File: src/rtl/mdu_hilo.sv
// mdu_hilo: iterative multiply/divide unit holding the architectural HI/LO registers.
// A mult/div runs one shift-add or restoring step per cycle for WIDTH cycles, then one
// sign-fix/writeback cycle. busy stalls the pipeline in the meantime; done pulses once
// HI/LO show the new result. mthi/mtlo write HI/LO directly with no busy time.
// Ports: clk, reset (sync, active-high), start/op/a/b issue from EX,
//        busy/done status, hi/lo architectural registers.
module mdu_hilo #(
    parameter int WIDTH = 32
) (
    input  logic             clk,
    input  logic             reset,
    input  logic             start,
    input  logic [2:0]       op,
    input  logic [WIDTH-1:0] a,
    input  logic [WIDTH-1:0] b,
    output logic             busy,
    output logic             done,
    output logic [WIDTH-1:0] hi,
    output logic [WIDTH-1:0] lo
);

    typedef enum logic [1:0] {
        S_IDLE = 2'd0,
        S_RUN  = 2'd1,
        S_FIX  = 2'd2
    } state_t;

    localparam logic [2:0] OP_MTHI = 3'b100;
    localparam logic [2:0] OP_MTLO = 3'b101;
    localparam logic [5:0] LAST_IT = 6'(WIDTH - 1);

    state_t state;
    state_t next_state;

    logic [5:0]       cnt;
    logic             is_div;      // latched: divide (1) or multiply (0)
    logic             sign_a;      // latched sign flags, forced 0 for unsigned ops
    logic             sign_b;
    logic             b_zero;
    logic [WIDTH-1:0] a_orig;      // original dividend, returned in HI on divide by zero
    logic [WIDTH-1:0] opnd;        // multiplicand magnitude or divisor magnitude
    logic [WIDTH-1:0] acc_hi;      // product upper half / partial remainder
    logic [WIDTH-1:0] acc_lo;      // multiplier (shifting out) / dividend->quotient

    // Issue decode: op[2]==0 covers mult/multu/div/divu; op[0]==0 marks signed.
    logic             issue_md;
    logic             issue_signed;
    logic [WIDTH-1:0] mag_a;
    logic [WIDTH-1:0] mag_b;

    assign issue_md     = (state == S_IDLE) && start && !op[2];
    assign issue_signed = !op[0];
    // Two's-complement negate of the most negative value wraps to itself, which is
    // exactly its magnitude when read as unsigned.
    assign mag_a = (issue_signed && a[WIDTH-1]) ? -a : a;
    assign mag_b = (issue_signed && b[WIDTH-1]) ? -b : b;

    // Multiply step: add multiplicand into the upper half when the multiplier LSB is
    // set, then shift the whole 2*WIDTH accumulator right by one.
    logic [WIDTH:0]   mul_sum;
    logic [WIDTH-1:0] mul_hi_n;
    logic [WIDTH-1:0] mul_lo_n;

    assign mul_sum  = {1'b0, acc_hi} + (acc_lo[0] ? {1'b0, opnd} : {(WIDTH+1){1'b0}});
    assign mul_hi_n = mul_sum[WIDTH:1];
    assign mul_lo_n = {mul_sum[0], acc_lo[WIDTH-1:1]};

    // Restoring divide step: shift remainder:dividend left, trial-subtract divisor
    // using one extra bit so the borrow shows up as the sign.
    logic [WIDTH:0]   div_shift;
    logic [WIDTH:0]   div_diff;
    logic             div_ok;
    logic [WIDTH-1:0] div_hi_n;
    logic [WIDTH-1:0] div_lo_n;

    assign div_shift = {acc_hi, acc_lo[WIDTH-1]};
    assign div_diff  = div_shift - {1'b0, opnd};
    assign div_ok    = !div_diff[WIDTH];
    assign div_hi_n  = div_ok ? div_diff[WIDTH-1:0] : div_shift[WIDTH-1:0];
    assign div_lo_n  = {acc_lo[WIDTH-2:0], div_ok};

    // Sign correction applied at the writeback edge.
    logic [2*WIDTH-1:0] prod_raw;
    logic [2*WIDTH-1:0] prod_fix;
    logic [WIDTH-1:0]   quot_fix;
    logic [WIDTH-1:0]   rem_fix;

    assign prod_raw = {acc_hi, acc_lo};
    assign prod_fix = (sign_a ^ sign_b) ? -prod_raw : prod_raw;
    assign quot_fix = (sign_a ^ sign_b) ? -acc_lo : acc_lo;
    assign rem_fix  = sign_a ? -acc_hi : acc_hi;

    // FSM state register plus registered status outputs.
    always_ff @(posedge clk) begin
        if (reset) begin
            state <= S_IDLE;
            busy  <= 1'b0;
            done  <= 1'b0;
        end else begin
            state <= next_state;
            busy  <= (next_state != S_IDLE);
            done  <= (state == S_FIX);
        end
    end

    always_comb begin
        next_state = state;
        case (state)
            S_IDLE:  if (issue_md) next_state = S_RUN;
            S_RUN:   if (cnt == LAST_IT) next_state = S_FIX;
            S_FIX:   next_state = S_IDLE;
            default: next_state = S_IDLE;
        endcase
    end

    // Iteration datapath.
    always_ff @(posedge clk) begin
        if (reset) begin
            cnt    <= '0;
            is_div <= 1'b0;
            sign_a <= 1'b0;
            sign_b <= 1'b0;
            b_zero <= 1'b0;
            a_orig <= '0;
            opnd   <= '0;
            acc_hi <= '0;
            acc_lo <= '0;
        end else if (issue_md) begin
            cnt    <= '0;
            is_div <= op[1];
            sign_a <= issue_signed && a[WIDTH-1];
            sign_b <= issue_signed && b[WIDTH-1];
            b_zero <= (b == '0);
            a_orig <= a;
            acc_hi <= '0;
            if (op[1]) begin
                opnd   <= mag_b;
                acc_lo <= mag_a;
            end else begin
                opnd   <= mag_a;
                acc_lo <= mag_b;
            end
        end else if (state == S_RUN) begin
            cnt <= cnt + 6'd1;
            if (is_div) begin
                acc_hi <= div_hi_n;
                acc_lo <= div_lo_n;
            end else begin
                acc_hi <= mul_hi_n;
                acc_lo <= mul_lo_n;
            end
        end
    end

    // Architectural HI/LO: written only by mthi/mtlo in IDLE or at the FIX edge.
    always_ff @(posedge clk) begin
        if (reset) begin
            hi <= '0;
            lo <= '0;
        end else if (state == S_IDLE && start && op == OP_MTHI) begin
            hi <= a;
        end else if (state == S_IDLE && start && op == OP_MTLO) begin
            lo <= a;
        end else if (state == S_FIX) begin
            if (is_div) begin
                if (b_zero) begin
                    // Divisor zero: the datapath already yields all-ones quotient;
                    // HI reports the raw operand rather than its corrected magnitude.
                    lo <= '1;
                    hi <= a_orig;
                end else begin
                    lo <= quot_fix;
                    hi <= rem_fix;
                end
            end else begin
                hi <= prod_fix[2*WIDTH-1:WIDTH];
                lo <= prod_fix[WIDTH-1:0];
            end
        end
    end

endmodule

File: config.mk
export PLATFORM = sky130hd
export DESIGN_NAME = mdu_hilo
export DESIGN_NICKNAME = d
export VERILOG_FILES = /design/src/rtl/mdu_hilo.sv
export SDC_FILE = /design/constraint.sdc
export NUM_CORES = 1
export LEC_CHECK = 0
export ABC_CLOCK_PERIOD_IN_PS = 3300
export BUFFER_PORTS_ARGS = -buffer_cell sky130_fd_sc_hd__buf_2
export CAP_MARGIN = 10
export CORE_MARGIN = 2
export CORE_UTILIZATION = 45
export DETAILED_ROUTE_END_ITERATION = 16
export PLACE_DENSITY = 0.65
export SYNTH_ARGS = -nofsm -noshare
export SYNTH_HDL_FRONTEND = slang
export SYNTH_SLANG_ARGS = --single-unit
File: constraint.sdc
create_clock -name clk -period 3.3 [get_ports clk]
set_clock_uncertainty 0.05 [all_clocks]
set_input_delay 0 -clock clk [delete_from_list [all_inputs] [get_ports clk]]
set_output_delay 0 -clock clk [all_outputs]
set_load 0.01 [all_outputs]
==> impl_metrics.ini, run 1 <==
[synthesis]
synth_top_family_by_area = compound AO/OA/AOI/OAI gates
synth_mux_area_share_pct = 3.90
yosys.area_share.simple_pct = 20.9
synth-xor-area-share_pct = 9.80
syn_area_um2 = 16400
synth-compound-area-share_pct = 29.2
async_flop_share_pct = 0
synthCells = 2279
yosysSeqAreaShare_pct = 25.1
synthAdderAreaFrac_pct = 5.49
synth_nets = 2420
yosys_register_bits = 206
synth_area_per_cell_um2 = 7.21
synth_enable_flop_cells = 0
ys_types = 79
yosys_warnings = 0
synthFlopType = dfxtp_1

[floorplan]
die_h_um = 195
core-area_um2 = 36300
die_area_um2 = 38100
start_util_pct = 45.3
ios = 136
die_x_um = 195
fp-row-count = 70

[placed_design]
io_buffers = 135
gp_congestion = 1.02
post-dp-hpwl_um = 51000
dp_cells = 2874
pre_cts_ws_ns = -0.0796

[critical_path]
cp_slowest_cell = or4_4
crit_chain = or4_4 -> or3_4 -> nor4_4 -> nand2_1 -> nor2_1 -> a21oi_1 -> and2_1 -> o22ai_1 -> a221oi_1
path_class = reg -> reg
max_stage_delay_ns = 0.57
critPathCaptureType = flip-flop
cp.required_ns = 3.66
startpoint_type = flip-flop
crit_buf_inv = 0
crit_fanout = 5
cp_data_arrival_time_ns = 3.64
cp_top_family = simple AND/OR/NAND/NOR gates

[timing]
period_share_pct = 99.4
finalSetupViolations = 0
clock.fmax_mhz = 305
fin_ws_ns = 0.0182
tightest_slew_ns = 1.06
rsz0062_at_grt = true
finalCriticalPeriod_ns = 3.28
maxSlewViolCount = 0
totalNegativeSetupSlack_ns = 0
max_slew_margin_pct = 29.2
whs_ns = 0.0400
hold_violations = 0

[detailed_routing]
wl_um = 69300
ant_nets = 0
drtIter0Drc = 2187
via_per_inst = 6.26
drcViolationCount = 0
vias = 18820
drtPass1Iterations = 6
wl_per_cell_um = 23.0

[global_routing]
top_usage_layer = met2
grt_pass1_vias = 17716
grt_pass1_wl_um = 104000
use_met1_pct = 45.3
grt_max_degree = 73
use_met2_pct = 56.8
gr-usage-met3_pct = 6.80
overflow = 0
grtUsageTotal_pct = 35.2
grt_antenna_before_repair = 1

[job]
drv_cap = 0

[min_path]
hold_class = in -> reg

[clock_network]
htreeDepth = 1
clk_pin_slew_ns = 0.06
cts_buffer_depth = 3
cts_tree = built
cts_root_buffer = clkbuf_16
numCtsBuffers = 26
clkSinkCount = 206
clk_latency_ns = 0.57

[power]
leakage_uw = 0.00830
ir_drop_v = 0.000473
power-per-cell-area_nw_per_um2 = 425

[layout]
antennaDiodeCount = 0
synthToLayoutAreaGrowth_pct = 24.7
finalNonFillerCells = 3008
fillers = 3443
drive_above_1_share_pct = 18.0
nets = 2662

[run_status]
status = complete, no violations
[per-layer routing]
| layer | wire (µm) | vias up |
|---|---|---|
| met5 | 14 | - |
| met1 | 28200 | 8937 |
| met4 | 3500 | 2 |
| met2 | 31300 | 990 |
| li1 | - | 8689 |
| met3 | 6270 | 202 |
[placed cells by master, fill, tap and decap left out, drive strengths merged, types with 23 or more instances in the layout]
cell type / count
buf: 318
a21oi: 315
nand2: 263
nor2: 241
dfxtp: 206
o21ai: 139
xnor2: 107
xor2: 77
dlygate4sd3: 76
ha: 69
inv: 60
mux2i: 54
o211ai: 49
nor3: 47
clkbuf: 40
o221ai: 36
a21o: 31
or3: 30
o31ai: 27
o22ai: 26
a211oi: 26
nand3: 23
[synthesized netlist by cell type (13+ instances only)]
master | number | share of area, %
a211oi_1 | 26 | 1.2
a21o_1 | 31 | 1.4
a21oi_1 | 315 | 9.6
a221oi_1 | 13 | 0.69
a31oi_1 | 21 | 0.80
and3_1 | 18 | 0.68
buf_1 | 17 | 0.39
clkbuf_1 | 153 | 3.5
dfxtp_1 | 206 | 25
ha_1 | 69 | 5.3
inv_1 | 60 | 1.4
mux2i_1 | 54 | 3.3
nand2_1 | 263 | 6.0
nand2b_1 | 19 | 0.72
nand3_1 | 23 | 0.70
nor2_1 | 239 | 5.5
nor2b_1 | 21 | 0.80
nor3_1 | 47 | 1.4
nor4_1 | 17 | 0.65
o211ai_1 | 48 | 2.2
o21a_1 | 16 | 0.73
o21ai_0 | 129 | 3.9
o221ai_1 | 36 | 1.9
o22ai_1 | 26 | 0.99
o31ai_1 | 27 | 1.2
or3_1 | 29 | 1.1
xnor2_1 | 107 | 5.7
xor2_1 | 77 | 4.1
[repair_timing]
item,in CTS,in global routing
hold buffers,76,0
cloned,2,0
gates resized for setup,8,73
hold endpoints to repair,146,0
endpoints found under the setup margin,14,42
setup buffers,0,10
pin swaps,3,33
[power by group]
group / internal (µW) / total (µW) / leakage (µW) / switching [µW]
registers: 2600 / 2720 / 0.00168 / 113
clock network: 1820 / 3040 / 0.000436 / 1220
logic: 1210 / 2970 / 0.00619 / 1760
[worst paths after layout]
| kind | from | end | cells past startpoint | slack [ns] |
|---|---|---|---|---|
| setup / recovery | acc_lo[18]$_SDFFE_PP0P_ | hi[19]$_SDFFE_PP0P_ | 9 | 0.02 |
| hold / removal | start | opnd[2]$_SDFFE_PP0P_ | 5 | 0.04 |
| setup reg to reg | acc_lo[18]$_SDFFE_PP0P_ | hi[19]$_SDFFE_PP0P_ | 9 | 0.02 |
| hold reg to reg | opnd[11]$_SDFFE_PP0P_ | opnd[11]$_SDFFE_PP0P_ | 2 | 0.40 |
[worst register-to-register path, cell delays in order, from the launching register on]
cell and delay, ns:
dfxtp_1 0.31, or4_4 0.57, or3_4 0.38, nor4_4 0.51, nand2_1 0.27, nor2_1 0.21, a21oi_1 0.10, and2_1 0.20
o22ai_1 0.38, a221oi_1 0.14
[state kept, by name, summed over array words and instances, names as in the netlist, 2 cells and up]
signal	flops
a_orig	32
acc_hi	32
acc_lo	32
cnt	6
hi	32
lo	32
opnd	32
state	2
[cell families after synthesis]
kind of cell,after synthesis
adders and majority gates,71
xor gates and xnor gates,184
DFF,206
AOI/OAI and AO/OA,774
muxes,63
and+or+nand+nor,740
buffers and inverters,241
[final cells by class]
| class | count | area, µm² | share of cell area, % |
|---|---|---|---|
| multi-input combinational | 1832 | 11700 | 57.3 |
| clock inverter | 7 | 90.1 | 0.439 |
| clock buffer | 40 | 805 | 3.92 |
| inverter | 60 | 228 | 1.11 |
| tap | 468 | 586 | 2.86 |
| sequential | 206 | 4130 | 20.2 |
| timing repair buffer | 395 | 2920 | 14.2 |
[per-stage QoR]
stage                     total power, µW  util (%)  instance area [µm²]
after floorplan                      4400         -                16400
after global placement               5330      50.7                18400
after detailed placement             5360      50.7                18400
after CTS                            8530      55.5                20100
after global routing                 9020      56.5                20500
final                                8720      56.5                20500
Power figures use the tool's default switching activity.
==> inputs of run 2 (changes only) <==
--- a/config.mk
+++ b/config.mk
@@ -8,6 +8,7 @@
 export ABC_CLOCK_PERIOD_IN_PS = 3300
 export BUFFER_PORTS_ARGS = -buffer_cell sky130_fd_sc_hd__buf_2
 export CAP_MARGIN = 10
+export CORE_ASPECT_RATIO = 1.4
 export CORE_MARGIN = 2
 export CORE_UTILIZATION = 45
 export DETAILED_ROUTE_END_ITERATION = 16
==> impl_metrics.ini, run 2 (synthesized netlist as in run 1, its figures left out) <==
[timing]
maxSlewViolCount = 0
whs_ns = -0.00415
totalNegativeSetupSlack_ns = 0
max_slew_margin_pct = 36.2
clock.fmax_mhz = 309
rsz0062_at_grt = true
period_share_pct = 97.9
finalCriticalPeriod_ns = 3.23
tightest_slew_ns = 0.957
finalSetupViolations = 0
hold_violations = 1

[clock_network]
clk_latency_ns = 0.56
cts_tree = built
cts_root_buffer = clkbuf_16
cts_buffer_depth = 3
numCtsBuffers = 24
clk_pin_slew_ns = 0.07
htreeDepth = 1
clkSinkCount = 206

[placed_design]
placed_cell_area_um2 = 18400
dp_cells = 2865
io_buffers = 135
post-dp-hpwl_um = 53500
gp_congestion = 1.01

[global_routing]
grt_antenna_before_repair = 0
use_met1_pct = 43.2
use_met2_pct = 62.4
grt_pass1_vias = 17654
grt_max_degree = 123
top_usage_layer = met2
grt_pass1_wl_um = 106000
grtUsageTotal_pct = 36.8
overflow = 0
gr-usage-met3_pct = 4.49

[critical_path]
max_stage_delay_ns = 0.37
crit_cells = 16
crit_chain = clkinv_4 -> buf_12 -> buf_6 -> nor2_2 -> ha_4 -> and3_4 -> and3_1 -> o211ai_1 -> o211ai_2 -> a2111oi_2 -> buf_4 -> o21ai_4 -> a311oi_2 -> xnor2_1 -> o221ai_1 -> a21boi_1
cp_top_family = compound AO/OA/AOI/OAI gates
crit_path_start = acc_lo[0]$_SDFFE_PP0P_
cp_slowest_cell = dfxtp_2
crit_fanout = 5
cp.required_ns = 3.73
r2r_setup_slack_ns = 0.07
cp_data_arrival_time_ns = 3.66
ff2ff_path_depth = 16
path_class = reg -> reg
startpoint_type = flip-flop
r2r_start = acc_lo[0]$_SDFFE_PP0P_
critPathCaptureType = flip-flop
crit_buf_inv = 4
reg2reg_to = acc_hi[30]$_SDFFE_PP0P_
critical_path.endpoint = acc_hi[30]$_SDFFE_PP0P_

[floorplan]
die_h_um = 230
fp-row-count = 82
start_util_pct = 45.8
die_x_um = 166
ios = 136
core-area_um2 = 35900
die_area_um2 = 38100

[power]
comb_power_share_pct = 34.5
ir_drop_v = 0.000419
power-per-cell-area_nw_per_um2 = 427
power.net_switching_uw = 3090
leakage_uw = 0.00818
swShare_pct = 35.5
intPower_uw = 5600
seqPwrFrac_pct = 31.2
clkPwrFrac_pct = 34.3

[detailed_routing]
drtPass1Iterations = 8
vias = 18830
drcViolationCount = 0
wl_per_cell_um = 24.4
wl_um = 72700
via_per_inst = 6.31
ant_nets = 0
drtIter0Drc = 1781

[job]
drv_cap = 0

[run_status]
status = finished, violations left
violations = hold timing

[layout]
finalNonFillerCells = 2983
final_cell_mix = a21oi_1 (310), nand2_1 (263), nor2_1 (227)
antennaDiodeCount = 0
drive_above_1_share_pct = 18.1
nets = 2645
final_common_cell = a21oi_1
fin_area_um2 = 20400
synthToLayoutAreaGrowth_pct = 23.8

[min_path]
hold_class = in -> reg
run 2: cell count changes in the layout (fill, tap and decap cells not counted), sizes merged:
cell and delta:
clkinv -1, clkinvlp +1, dlygate4sd3 -13, buf -4, bufinv +1, inv -2
bufbuf -1
run 2: worst min path at each step:
stage                              end  cells past startpoint  startpoint  slack [ns]
5_1_grt          opnd[26]$_SDFFE_PP0P_                      5       b[26]        0.04
2_1_floorplan   a_orig[0]$_SDFFE_PP0P_                      2        a[0]        0.09
6_report       acc_lo[12]$_SDFFE_PP0P_                      5       b[12]      -0.004
3_5_place_dp   a_orig[13]$_SDFFE_PP0P_                      3       a[13]        0.27
4_1_cts        acc_lo[12]$_SDFFE_PP0P_                      5       b[12]       0.004
3_3_place_gp   a_orig[13]$_SDFFE_PP0P_                      3       a[13]        0.27
run 2: routing by layer:
layer	vias up	wire, µm
met5	-	0
met4	0	6190
met3	294	5090
met2	999	34300
met1	8885	27100
li1	8652	-
run 2: repair_timing:
| item | in CTS | in global routing |
|---|---|---|
| endpoints found under the hold margin | 149 | 0 |
| setup buffers | 1 | 8 |
| resized for setup | 15 | 67 |
| cloned | 0 | 3 |
| hold buffers | 63 | 0 |
| setup endpoints to repair | 24 | 46 |
| pin swaps | 4 | 27 |
run 2: layout make-up:
type	instances	area [µm²]
fillers	3439	15600
multi-input cells	1832	11800
flip-flops and latches	206	4130
repair buffers	380	2790
clock buffers	37	751
well taps	462	578
inverters	60	234
clock inverters	6	110
run 2: tightest hold or removal path, cell delays in order:
cell and delay [ns]:
buf_2 0.10, xor2_1 0.09, o21ai_0 0.21, a21oi_1 0.08, nor2_1 0.08
run 2: power by group through the flow:
stage / clock network (µW) / logic [µW] / registers [µW]
2_1_floorplan: 0 / 1660 / 2740
3_3_place_gp: 0 / 2640 / 2760
3_5_place_dp: 0 / 2650 / 2760
4_1_cts: 2990 / 2730 / 2710
5_1_grt: 3080 / 3160 / 2720
6_report: 2980 / 2990 / 2710
run 2: stage by stage:
stage	util [%]	power [µW]	worst slack, ns
floorplan	-	4400	0.0356
global placement	51.2	5390	-0.0307
detailed placement	51.2	5410	-0.171
CTS	55.5	8430	-0.00659
global route	56.7	8960	-0.163
finish	56.7	8690	0.0688
